[src/rtl/alu_fpu_pkg.sv]
// Shared types for the RV32IF execute unit.
// Op codes, FSM states and small helpers.
package alu_fpu_pkg;

  typedef enum logic [4:0] {
    OP_ADD  = 5'h00,
    OP_SUB  = 5'h01,
    OP_AND  = 5'h02,
    OP_OR   = 5'h03,
    OP_XOR  = 5'h04,
    OP_SLL  = 5'h05,
    OP_SRL  = 5'h06,
    OP_SRA  = 5'h07,
    OP_SLT  = 5'h08,
    OP_SLTU = 5'h09,
    OP_FADD = 5'h10,
    OP_FSUB = 5'h11,
    OP_FMUL = 5'h12
  } alu_op_e;

  typedef enum logic {S_IDLE, S_FP} state_e;

  localparam int FPU_LAT_DEF = 3;

  function automatic int cnt_w(input int lat);
    return $clog2(lat + 1);
  endfunction

  function automatic logic is_fp_op(input logic [4:0] op);
    return op[4];
  endfunction

endpackage

[src/rtl/alu.sv]
// Combinational RV32I integer ALU.
// Shift amounts use the low five bits of b.
module alu
  import alu_fpu_pkg::*;
(
  input  logic [4:0]  op,
  input  logic [31:0] a,
  input  logic [31:0] b,
  output logic [31:0] y
);
  always_comb begin
    unique case (op)
      OP_ADD:  y = a + b;
      OP_SUB:  y = a - b;
      OP_AND:  y = a & b;
      OP_OR:   y = a | b;
      OP_XOR:  y = a ^ b;
      OP_SLL:  y = a << b[4:0];
      OP_SRL:  y = a >> b[4:0];
      OP_SRA:  y = $unsigned($signed(a) >>> b[4:0]);
      OP_SLT:  y = {31'd0, $signed(a) < $signed(b)};
      OP_SLTU: y = {31'd0, a < b};
      default: y = 32'd0;
    endcase
  end
endmodule

[src/rtl/alu_fpu_ctrl.sv]
// Issue/complete FSM for the execute unit.
// Tracks the FP latency counter and the output valid bit.
module alu_fpu_ctrl
  import alu_fpu_pkg::*;
#(
  parameter int FPU_LAT = FPU_LAT_DEF
) (
  input  logic clk,
  input  logic rst_n,
  input  logic valid,
  input  logic is_fp,
  input  logic flush,
  input  logic out_ready,
  output logic ready,
  output logic accept,
  output logic load,
  output logic busy,
  output logic out_valid
);
  localparam int CW = cnt_w(FPU_LAT);

  state_e state;
  logic [CW-1:0] cnt;
  logic drain_ok, fp_done;

  assign drain_ok = !out_valid || out_ready;
  assign ready    = (state == S_IDLE) && drain_ok && !flush;
  assign accept   = valid && ready;
  assign fp_done  = (state == S_FP) && (cnt == '0) && drain_ok && !flush;
  assign load     = (accept && !is_fp) || fp_done;
  assign busy     = (state == S_FP);

  always_ff @(posedge clk or negedge rst_n) begin
    if (!rst_n) begin
      state     <= S_IDLE;
      cnt       <= '0;
      out_valid <= 1'b0;
    end else if (flush) begin
      state     <= S_IDLE;
      cnt       <= '0;
      out_valid <= 1'b0;
    end else begin
      // a fresh load wins over the consume-side clear
      if (load) out_valid <= 1'b1;
      else if (out_ready) out_valid <= 1'b0;
      unique case (state)
        S_IDLE: begin
          if (accept && is_fp) begin
            state <= S_FP;
            cnt   <= CW'(FPU_LAT - 1);
          end
        end
        S_FP: begin
          if (cnt != '0) cnt <= cnt - CW'(1);
          else if (drain_ok) state <= S_IDLE;
        end
        default: state <= S_IDLE;
      endcase
    end
  end
endmodule

[src/rtl/final_select_ALPU.sv]
// Result mux between integer ALU and FPU.
// Selects the FPU result while an FP op completes.
module final_select_ALPU (
  input  logic        sel_fp,
  input  logic [31:0] alu_res,
  input  logic [31:0] fpu_res,
  output logic [31:0] result
);
  assign result = sel_fp ? fpu_res : alu_res;
endmodule

[src/rtl/fpu_top.sv]
// Combinational single-precision FADD/FSUB/FMUL.
// Denormals flush to zero; rounding is nearest-even.
module fpu_top
  import alu_fpu_pkg::*;
(
  input  logic [4:0]  op,
  input  logic [31:0] rs1,
  input  logic [31:0] rs2,
  output logic [31:0] result
);
  // m holds the hidden bit at 26 and guard/round/sticky in [2:0]
  function automatic logic [31:0] pack(
    input logic s, input logic signed [9:0] e, input logic [26:0] m);
    logic [24:0] r;
    logic signed [9:0] ex;
    r  = {1'b0, m[26:3]} + 25'(m[2] & (m[1] | m[0] | m[3]));
    ex = e;
    if (r[24]) begin
      r  = r >> 1;
      ex = ex + 10'sd1;
    end
    if (!m[26] || ex <= 0) pack = {s, 31'd0};
    else if (ex >= 255) pack = {s, 8'hff, 23'd0};
    else pack = {s, ex[7:0], r[22:0]};
  endfunction

  function automatic logic [31:0] fadd(
    input logic [31:0] x, input logic [31:0] y);
    logic [31:0] a, b;
    logic [26:0] ma, mb, mbs, nm;
    logic [27:0] sum;
    logic [7:0] d;
    logic [4:0] lz;
    logic signed [9:0] e;
    if (x[30:0] >= y[30:0]) begin
      a = x; b = y;
    end else begin
      a = y; b = x;
    end
    ma = (a[30:23] == 8'd0) ? 27'd0 : {1'b1, a[22:0], 3'b0};
    mb = (b[30:23] == 8'd0) ? 27'd0 : {1'b1, b[22:0], 3'b0};
    d  = a[30:23] - b[30:23];
    if (d > 8'd26) mbs = 27'(mb != 27'd0);
    else mbs = (mb >> d) |
      27'((mb & ~(27'h7ffffff << d)) != 27'd0);
    sum = (a[31] == b[31]) ? {1'b0, ma} + {1'b0, mbs}
                           : {1'b0, ma} - {1'b0, mbs};
    e = $signed({2'b0, a[30:23]});
    lz = 5'd0;
    if (sum[27]) begin
      nm = sum[27:1] | 27'(sum[0]);
      e  = e + 10'sd1;
    end else begin
      for (int i = 0; i <= 26; i++)
        if (sum[i]) lz = 5'(26 - i);
      nm = sum[26:0] << lz;
      e  = e - $signed({5'b0, lz});
    end
    if (sum == 28'd0) fadd = 32'd0;
    else fadd = pack(a[31], e, nm);
  endfunction

  function automatic logic [31:0] fmul(
    input logic [31:0] x, input logic [31:0] y);
    logic [47:0] p;
    logic [26:0] nm;
    logic signed [9:0] e;
    logic s;
    s = x[31] ^ y[31];
    p = {24'd0, 1'b1, x[22:0]} * {24'd0, 1'b1, y[22:0]};
    e = $signed({2'b0, x[30:23]}) + $signed({2'b0, y[30:23]})
        - 10'sd127;
    if (p[47]) begin
      nm = {p[47:22], |p[21:0]};
      e  = e + 10'sd1;
    end else begin
      nm = {p[46:21], |p[20:0]};
    end
    if (x[30:23] == 8'd0 || y[30:23] == 8'd0) fmul = {s, 31'd0};
    else fmul = pack(s, e, nm);
  endfunction

  always_comb begin
    case (op)
      OP_FSUB: result = fadd(rs1, {~rs2[31], rs2[30:0]});
      OP_FMUL: result = fmul(rs1, rs2);
      default: result = fadd(rs1, rs2);
    endcase
  end
endmodule

[src/rtl/alu_fpu_pipe.sv]
// Handshaked integer/FP execute unit for RV32IF.
// Integer ops finish in one cycle, FP ops in FPU_LAT.
module alu_fpu_pipe
  import alu_fpu_pkg::*;
#(
  parameter int FPU_LAT = FPU_LAT_DEF,
  parameter int TAG_W   = 5
) (
  input  logic             i_clk,
  input  logic             i_rst_n,
  input  logic             i_valid,
  output logic             o_ready,
  input  logic [4:0]       i_alu_op,
  input  logic [31:0]      i_operand_a,
  input  logic [31:0]      i_operand_b,
  input  logic [31:0]      i_rs1_f,
  input  logic [31:0]      i_rs2_f,
  input  logic [TAG_W-1:0] i_tag,
  input  logic             i_flush,
  output logic             o_valid,
  input  logic             i_ready,
  output logic [31:0]      o_result,
  output logic [TAG_W-1:0] o_tag,
  output logic             o_is_fp,
  output logic             o_busy
);
  logic accept, load, busy, op_fp;
  logic [4:0] op_q;
  logic [31:0] fa_q, fb_q;
  logic [TAG_W-1:0] tag_q;
  logic [31:0] alu_res, fpu_res, sel_res;

  assign op_fp  = is_fp_op(i_alu_op);
  assign o_busy = busy;

  alu_fpu_ctrl #(.FPU_LAT(FPU_LAT)) u_ctrl (
    .clk       (i_clk),
    .rst_n     (i_rst_n),
    .valid     (i_valid),
    .is_fp     (op_fp),
    .flush     (i_flush),
    .out_ready (i_ready),
    .ready     (o_ready),
    .accept    (accept),
    .load      (load),
    .busy      (busy),
    .out_valid (o_valid)
  );

  always_ff @(posedge i_clk or negedge i_rst_n) begin
    if (!i_rst_n) begin
      op_q  <= '0;
      fa_q  <= '0;
      fb_q  <= '0;
      tag_q <= '0;
    end else if (accept) begin
      op_q  <= i_alu_op;
      fa_q  <= i_rs1_f;
      fb_q  <= i_rs2_f;
      tag_q <= i_tag;
    end
  end

  // integer result retires on the accept edge, so the ALU sees the issue bus
  alu u_alu (
    .op (i_alu_op),
    .a  (i_operand_a),
    .b  (i_operand_b),
    .y  (alu_res)
  );

  fpu_top u_fpu (
    .op     (op_q),
    .rs1    (fa_q),
    .rs2    (fb_q),
    .result (fpu_res)
  );

  final_select_ALPU u_sel (
    .sel_fp  (busy),
    .alu_res (alu_res),
    .fpu_res (fpu_res),
    .result  (sel_res)
  );

  always_ff @(posedge i_clk or negedge i_rst_n) begin
    if (!i_rst_n) begin
      o_result <= '0;
      o_tag    <= '0;
      o_is_fp  <= 1'b0;
    end else if (load && !i_flush) begin
      o_result <= sel_res;
      o_tag    <= busy ? tag_q : i_tag;
      o_is_fp  <= busy;
    end
  end
endmodule
[config.mk]
export PLATFORM = sky130hd
export DESIGN_NAME = alu_fpu_pipe
export DESIGN_NICKNAME = d
export VERILOG_FILES = /design/src/rtl/alu_fpu_pkg.sv /design/src/rtl/alu.sv /design/src/rtl/alu_fpu_ctrl.sv /design/src/rtl/final_select_ALPU.sv /design/src/rtl/fpu_top.sv /design/src/rtl/alu_fpu_pipe.sv
export SDC_FILE = /design/constraint.sdc
export NUM_CORES = 2
export LEC_CHECK = 0
export CAP_MARGIN = 20
export CORE_MARGIN = 2
export CORE_UTILIZATION = 55
export DETAILED_ROUTE_END_ITERATION = 7
export PLACE_DENSITY = 0.7
export SLEW_MARGIN = 20
export SYNTH_ARGS = -nofsm -noshare
export SYNTH_HDL_FRONTEND = slang
export SYNTH_SLANG_ARGS = --single-unit
[constraint.sdc]
create_clock -name i_clk -period 27.7 [get_ports i_clk]
set_input_delay 5.54 -clock i_clk [delete_from_list [all_inputs] [get_ports i_clk]]
set_output_delay 5.54 -clock i_clk [all_outputs]
set_load 0.01 [all_outputs]
==> impl_metrics.yaml <==
detailed_routing:
  via_per_inst: 6.63
  wl_per_cell_microns: 25.9
  antenna_left: 0
  drtIter0Drc: 6182
  via_count: 50800
  drc_errors: 0
  firstDrtPassIters: 6
  wl_microns: 199000
setup_path:
  cp.arrival_ps: 19620
  reg2reg_depth: 61
  r2r_slack_ps: 8480
  crit_path_end: "o_result[11]"
  critPathCaptureType: "flip-flop"
  slowest_stage: "dfrtp_1"
  startpoint_type: "flip-flop"
  slowest_delay_ps: 1090
  path_common_cell: "ha_1"
  cp-startpoint: "fb_q[8]"
  timing.rr.start: "fb_q[8]"
  reg2reg_to: "o_result[11]"
  cp_max_fo: 79
  cp_data_required_time_ps: 28100
  worstSetupPathType: "reg -> reg"
timing:
  period_needed_ps: 19220
  slew-limit-headroom: 0.187
  final_hold_viol_count: 0
  drv_slew: 0
  worst_slew_pin_slew_ps: 1210
  fmax_mhz: 52.0
  timing.final.crit_share: 0.694
  finalSetupViolations: 0
  fin_tns_setup_ps: 0
  skew_ps: 12.8
  timing.final.ws_setup_ps: 8480
  rsz0062_at_grt: "no"
floorplanning:
  die_w_microns: 303
  rows: 109
  design.die.area_sq_um: 91900
  dieHeight_microns: 303
  design.core.area_sq_um: 88500
  initial_core_util: 0.556
  io_pins: 184
clock_network:
  cts.path.max_buffers: 2
  cts_sinks: 116
  ctsHoldBuffers: 0
  clock_latency_ps: 500
  cts-buffers-inserted: 17
  cts_repair_resize_count: 0
  htreeDepth: 4
  clk_pin_slew_worst_paths_ps: 70
  cts_tree: "built"
  cts_setup_buffers: 0
  root_buffer: "clkbuf_16"
global_route:
  grt_pass1_wl_microns: 301000
  grt_util_met1: 0.574
  gr-total-overflow: 0
  grt_max_degree: 94
  antenna_found_initial: 10
  grt_use_met3: 0.108
  grt_util_met2: 0.649
  grt_pass1_vias: 49000
  grt_busiest_layer: "met2"
  track_usage: 0.430
place:
  dp_slack_ps: 9090
  portBuffers: 183
  globalplace.congestion: 1.07
  placed_area_sq_um: 51700
  dpl.cell_count: 7633
  dp_hpwl_microns: 156000
synth:
  ys_seq_area_frac: 0.0590
  synth_common_cells: "nand2_1, inv_1, nor2_1"
  synth_top_cell_by_area: "fa_1"
  avgSynthCellArea_sq_um: 7.48
  synthCells: 6580
  synthDistinctLibCells: 125
  synth_most_common_cell: "nand2_1"
  ys.flop_type: "dfrtp_1"
  synth_edf_count: 0
  yosys-top-cells-area: "fa_1, ha_1, nand2_1, dfrtp_1, inv_1"
  syn_area_sq_um: 49200
  syn-num-nets: 7615
  async_flop_share: 1.00
  yosys.area.top_type_share: 0.199
  yosys_warnings: 0
  ys_ff_latch: 116
layout:
  area_delta_synth_final_pct: 6.36
  seqCellArea_sq_um: 2900
  fillers: 8399
  final_cell_count_no_fill: 7667
  finalNetCount: 7522
  layout-drive-gt1-share: 0.0580
  multiInputGateArea_sq_um: 42000
  design_area_sq_um: 52400
flow_run:
  drv_cap: 0
min_path:
  hold_path_class: "reg -> reg"
outcome:
  outcome: "completed"
critical path: cells and delay by family, from the launching register on:
family                   cells  cell delay, ps
multiplexers                 2             400
XOR/XNOR                     2             280
buffers and inverters        7            1660
AO/OA/AOI/OAI               25            7910
flip-flops                   1            1090
adder cells (fa/ha/maj)      6            1950
AND/OR/NAND/NOR             19            5800
flip-flops by register name, indices dropped and copies added (netlist names):
signal and cells:
o_result 32, fb_q 32, fa_q 32, u_ctrl.cnt 2
o_tag 5, op_q 5, o_is_fp 1, u_ctrl.out_valid 1
tag_q 5, u_ctrl.busy 1
placed cells by master (no fill, tap or decap), types with 41 or more instances in the layout:
cell type / netlist / layout
a211oi_1: 78 / 78
fa_1: 489 / 489
clkdlybuf4s50_1: 0 / 177
inv_1: 727 / 726
nand2b_1: 47 / 47
mux2i_1: 149 / 149
a21oi_1: 402 / 402
nor2_1: 542 / 541
mux2_2: 59 / 59
nand4_1: 48 / 48
o22ai_1: 49 / 49
o21ai_0: 358 / 358
ha_1: 403 / 402
a21o_1: 78 / 78
nor3_1: 164 / 160
dfrtp_1: 116 / 115
or3_1: 61 / 60
xor2_1: 118 / 115
o21a_1: 41 / 41
o211ai_1: 73 / 73
nand2_1: 800 / 800
xnor2_1: 170 / 165
nor4_1: 48 / 47
nand3_1: 133 / 133
and2_1: 233 / 232
a31oi_1: 69 / 69
buf_4: 9 / 107
worst min-delay path by stage:
stage | cells after the start | end | slack [ps] | startpoint
after floorplan | 1 | op_q[3] | 470 | op_q[3]
after global placement | 2 | o_tag[3] | 480 | o_tag[3]
after detailed placement | 2 | o_tag[0] | 480 | o_tag[0]
after CTS | 2 | o_tag[0] | 490 | o_tag[0]
after global routing | 1 | op_q[3] | 520 | op_q[3]
final | 2 | o_tag[2] | 490 | o_tag[2]
cell families (layout without fill, tap and decap cells):
family / count (synthesis) / after routing / share of synthesized area
and+or+nand+nor: 2295 / 2295 / 0.223
AOI/OAI and AO/OA: 1605 / 1605 / 0.216
buffers and inverters: 1140 / 1059 / 0.0900
adders and majority gates: 895 / 895 / 0.302
xor gates and xnor gates: 289 / 289 / 0.0516
muxes: 240 / 240 / 0.0584
DFF: 116 / 116 / 0.0590
other: 0 / 3 / 0
cell type report:
cell class	instances	share of cell area
timing repair buffer	291	0.0501
tap	1165	0.0278
multi-input combinational	5324	0.802
sequential	116	0.0555
inverter	737	0.0529
clock buffer	17	0.00813
clock inverter	14	0.00344
antenna	3	0.000143
metal layers:
layer	vias to the layer above	routed length, microns
met1	24700	78800
li1	22500	-
met2	3089	85300
met4	12	11300
met3	581	23300
met5	-	84
through the flow:
step | util | hold slack (ps)
2_1_floorplan | - | 474
3_3_place_gp | 0.585 | 476
3_5_place_dp | 0.585 | 476
4_1_cts | 0.591 | 495
6_report | 0.592 | 495
5_1_grt | 0.591 | 524
Power is not shown: default switching activity piles up to over one toggle a cycle in this logic, so the estimate is an artifact.
